===== src/rtl/inc_step_counter.sv =====
// Registered WIDTH-bit up/down counter with programmable step, parallel load, wrap/saturate and carry/borrow pulse.
// Optional sticky overflow flag with clear input is enabled by INC_STEP_COUNTER_OVF_STICKY_EN.
module inc_step_counter #(
   parameter int unsigned WIDTH = 8,
   parameter logic [WIDTH-1:0] RESET_VAL = '0
) (
   input  logic             clk,
   input  logic             rst,
   input  logic             en,
   input  logic             up,
   input  logic [WIDTH-1:0] step,
   input  logic             load,
   input  logic [WIDTH-1:0] load_val,
   input  logic             sat_mode,
`ifdef INC_STEP_COUNTER_OVF_STICKY_EN
   input  logic             ovf_clr,
   output logic             ovf_sticky,
`endif
   output logic [WIDTH-1:0] count,
   output logic             cout,
   output logic             zero
);

   logic [WIDTH:0]   sum;
   logic [WIDTH:0]   diff;
   logic [WIDTH-1:0] count_nxt;
   logic             cout_nxt;

   // The extra MSB of each result is the carry (add) or borrow (subtract).
   assign sum  = {1'b0, count} + {1'b0, step};
   assign diff = {1'b0, count} - {1'b0, step};

   always_comb begin
      count_nxt = count;
      cout_nxt  = 1'b0;
      if (load) begin
         count_nxt = load_val;
      end else if (en) begin
         if (up) begin
            cout_nxt  = sum[WIDTH];
            count_nxt = (sum[WIDTH] && sat_mode) ? {WIDTH{1'b1}} : sum[WIDTH-1:0];
         end else begin
            cout_nxt  = diff[WIDTH];
            count_nxt = (diff[WIDTH] && sat_mode) ? {WIDTH{1'b0}} : diff[WIDTH-1:0];
         end
      end
   end

   always_ff @(posedge clk or posedge rst) begin
      if (rst) begin
         count <= RESET_VAL;
         cout  <= 1'b0;
         zero  <= (RESET_VAL == '0);
      end else begin
         count <= count_nxt;
         cout  <= cout_nxt;
         zero  <= (count_nxt == '0);
      end
   end

`ifdef INC_STEP_COUNTER_OVF_STICKY_EN
   // A new overflow wins over a simultaneous clear.
   always_ff @(posedge clk or posedge rst) begin
      if (rst) begin
         ovf_sticky <= 1'b0;
      end else begin
         ovf_sticky <= cout_nxt | (ovf_sticky & ~ovf_clr);
      end
   end
`endif

endmodule


===== config.mk =====
export PLATFORM = sky130hd
export DESIGN_NAME = inc_step_counter
export DESIGN_NICKNAME = d
export VERILOG_FILES = /design/src/rtl/inc_step_counter.sv
export SDC_FILE = /design/constraint.sdc
export NUM_CORES = 1
export LEC_CHECK = 0
export ABC_AREA = 1
export BUFFER_PORTS_ARGS = -buffer_cell sky130_fd_sc_hd__buf_4
export CORE_MARGIN = 2
export CORE_UTILIZATION = 36
export CTS_CLUSTER_SIZE = 14
export DETAILED_ROUTE_END_ITERATION = 10
export PLACE_DENSITY = 0.66
export SYNTH_ARGS = -nofsm -noshare
export SYNTH_HDL_FRONTEND = slang
export SYNTH_SLANG_ARGS = --single-unit

===== constraint.sdc =====
create_clock -name clk -period 4.1 [get_ports clk]
set_input_delay 0.41 -clock clk [delete_from_list [all_inputs] [get_ports clk]]
set_output_delay 0.41 -clock clk [all_outputs]
set_load 0.01 [all_outputs]

==> flow_summary_export.csv <==
group,metric,value,unit
sta,final_critical_path_share_of_the_clock_period,52.4,%
sta,timing_worst_slew_pin_value,0.383,ns
sta,final_setup_margin,1.95,ns
clock_tree,clock-sinks,10,
clock_tree,tritoncts,"built",
job,drv.max_cap_violation_count,0,
sta,fin_hold_ws,0.158,ns
yosys,ys_warn_count,0,
yosys,post-synth-top-area-fraction,24.2,%
yosys,synth_async_sr_flop_share,100,%
floorplan,die_w,68.6,um
cells_and_area,layout.nets,326,
detailed_routing,drt_iter0_drc,77,
global_route,first_pass_grt_wire_length,5.72,mm
cells_and_area,antenna-diode-count,0,
global_route,gr-total-overflow,0,
yosys,syn_inst,256,
setup_path,critical_path_peak_fanout,6,
floorplan,die_height,68.6,um
detailed_routing,via_count,1509,
placed_design,placed_cell_area,0.00175,mm2
yosys,synth.most_common_cell,"sky130_fd_sc_hd__nand2_1",
sta,maxSlewViolCount,0,
sta,hold_violations,0,
power_and_ir_drop,power.sequential.fraction,23.4,%
clock_tree,cts.repair.resized,0,
power_and_ir_drop,power.net_switching,235,uW
power_and_ir_drop,ir_worst_vdd,185,uV
clock_tree,clk_path_buf_depth,2,
setup_path,critPathKind,"flip-flop to flip-flop",
floorplan,floorplan.initialDensity,37.6,%
sta,rsz_0062_raised_after_global_routing,"false",
placed_design,gp_congestion,0.856,
sta,timing.final.setup_violations,0,
detailed_routing,detail_route.wirelength,3.46,mm
floorplan,core-area,0.00400,mm2
floorplan,io_pins,32,
yosys,synth_top_cells_by_count,"sky130_fd_sc_hd__nand2_1 (97), sky130_fd_sc_hd__inv_1 (41), sky130_fd_sc_hd__nor2_1 (28), sky130_fd_sc_hd__nand3_1 (18), sky130_fd_sc_hd__ha_1 (16)",
global_route,maximum_number_of_pins_on_one_net_before_global_route_repair,15,
sta,finalClockSkew,0.00483,ns
power_and_ir_drop,cellPowerDensity,297,mW/mm2
placed_design,worst_setup_slack_before_clock_tree_synthesis,1.81,ns
sta,finalCriticalPeriod,2.15,ns
setup_path,critical_path.startpoint_type,"flip-flop",
detailed_routing,drt_drc_violations_left,0,
yosys,post_synth_main_area_contributors,"sky130_fd_sc_hd__nand2_1 (24%), sky130_fd_sc_hd__dfrtp_1 (15%), sky130_fd_sc_hd__ha_1 (13%)",
setup_path,timing.rr.start,"count[0]",
power_and_ir_drop,sw_frac_of_total,44.1,%
global_route,number_of_antenna_violations_at_the_first_check_in_global_routing,0,
clock_tree,clkSlewWorstSetupHoldPaths,0.05,ns
sta,max_slew_margin,74.4,%
yosys,syn-mean-instance-area,5.87,um2
setup_path,worst_setup_path_startpoint,"count[0]",
yosys,synth_sequential_area_ratio,16.7,%
global_route,first_global_vias,1350,
clock_tree,ctsHtreeMaxLevel,1,
setup_path,cp.arrival,2.31,ns
cells_and_area,layout-area-overhead-vs-synth,19.7,%
power_and_ir_drop,cellLeakagePower,0.00109,uW
setup_path,worstSetupEndpointType,"flip-flop",
power_and_ir_drop,intPower,299,uW
yosys,mappedNetlistNets,296,
clock_tree,cts-hold-fix-buffers,0,
detailed_routing,dr.pass1.iters,4,
yosys,synth_flop_cell,"sky130_fd_sc_hd__dfrtp_1",
yosys,ys_ff_latch,10,
clock_tree,tritoncts.num_buffers,3,
cells_and_area,final_cell_area,0.00180,mm2
sta,clock.fmax,465,MHz
sta,fin_tns_setup,0,ns
yosys,synth.largest_area_cell,"sky130_fd_sc_hd__nand2_1",
setup_path,required,4.26,ns
setup_path,rr_worst_depth,15,
placed_design,port_buffers,31,
detailed_routing,vias_per_std_cell,4.50,
yosys,post_synth_instance_area,0.00150,mm2
global_route,grt_overall_usage,16.3,%
cells_and_area,drive_above_1_share,18.2,%
placed_design,dpl.hpwl,2.95,mm
yosys,synth_enable_flop_cells,0,
detailed_routing,routed_wire_length_per_instance,10.3,um
clock_tree,clk_lat_worst_skew,0.23,ns
power_and_ir_drop,clock_power_share,19.1,%
yosys,distinct_cells_synth,26,
clock_tree,clockRootBuffer,"sky130_fd_sc_hd__clkbuf_8",
detailed_routing,ant_nets,0,
clock_tree,post-cts-setup-buffer-count,0,
floorplan,placement_rows,23,
status,run_status,"complete, no violations",
power_and_ir_drop,share_comb_of_total_power,57.5,%
floorplan,fp.dieArea,0.00471,mm2
hold_path,hold_class,"input pin to asynchronous set/reset pin",
registers in the layout (all words and copies together), names as in the netlist:
name,flops
count,8
cout,1
zero,1
worst paths after layout:
kind                             to  slack [ns]
min in group clk           count[1]        0.40
hold / removal             count[3]        0.16
hold reg to reg            count[7]        0.69
setup reg to reg               zero        1.95
max in group asynchronous      zero        3.63
setup / recovery               zero        1.95
logic make-up (layout without fill, tap and decap cells):
group,count (synthesis),count (layout),synth area share (%)
AND/OR/NAND/NOR,158,158,44.3
buffers and inverters,53,82,14.7
adder cells (fa/ha/maj),18,18,16.0
AO/OA/AOI/OAI,12,12,5.41
flip-flops,10,10,16.7
XOR/XNOR,5,5,2.91
cells in the final DEF, fill, tap and decap left out, drive strengths merged, types with 2 or more instances in the layout:
cell	count
clkbuf	4
nand2	103
o21ai	3
fa	2
buf	31
nand4	6
ha	16
nand3	20
a21oi	8
xor2	5
inv	46
dfrtp	9
nor2	28
worst max-delay path, cell delays in order, from the launching register on:
cell and delay (ns):
sky130_fd_sc_hd__dfrtp_1 0.42, sky130_fd_sc_hd__ha_1 0.23, sky130_fd_sc_hd__fa_1 0.39, sky130_fd_sc_hd__nand2_1 0.11
sky130_fd_sc_hd__nand2_1 0.10, sky130_fd_sc_hd__nand4_1 0.10, sky130_fd_sc_hd__nand2_2 0.10, sky130_fd_sc_hd__nand2_4 0.10
sky130_fd_sc_hd__o21ai_1 0.07, sky130_fd_sc_hd__nand2_1 0.06, sky130_fd_sc_hd__nand2_1 0.05, sky130_fd_sc_hd__nand2_1 0.06
sky130_fd_sc_hd__nand2_1 0.06, sky130_fd_sc_hd__nor2_1 0.10, sky130_fd_sc_hd__nand2_1 0.06, sky130_fd_sc_hd__nor2_1 0.10
stage by stage:
step                      power, uW  util (%)  cells
after floorplan                 354         -    256
after global placement          433      43.9    331
after detailed placement        433      43.9    331
after CTS                       540      45.0    335
after global routing            593      45.0    335
final                           534      45.0    335
metal layers:
metal	track usage (%)	vias to the layer above	routed length (um)
met3	0.974	2	122
met2	28.4	31	1700
met4	4.50	0	16
met5	0	-	0
met1	21.6	646	1620
li1	-	830	-
power by group through the flow:
| stage | combinational [uW] | clock [uW] | sequential, uW |
|---|---|---|---|
| global placement | 306 | 0 | 127 |
| CTS | 309 | 106 | 126 |
| global route | 352 | 113 | 128 |
| floorplan | 227 | 0 | 128 |
| detailed placement | 306 | 0 | 127 |
| finish | 307 | 102 | 125 |
cell type report:
| cell class | count | area, um2 |
|---|---|---|
| Multi-Input combinational cell | 193 | 1030 |
| Sequential cell | 10 | 251 |
| Inverter | 47 | 176 |
| Fill cell | 440 | 2200 |
| Tap cell | 50 | 62.6 |
| Clock buffer | 4 | 45.0 |
| Timing Repair Buffer | 31 | 233 |
Power figures use the tool's default switching activity.
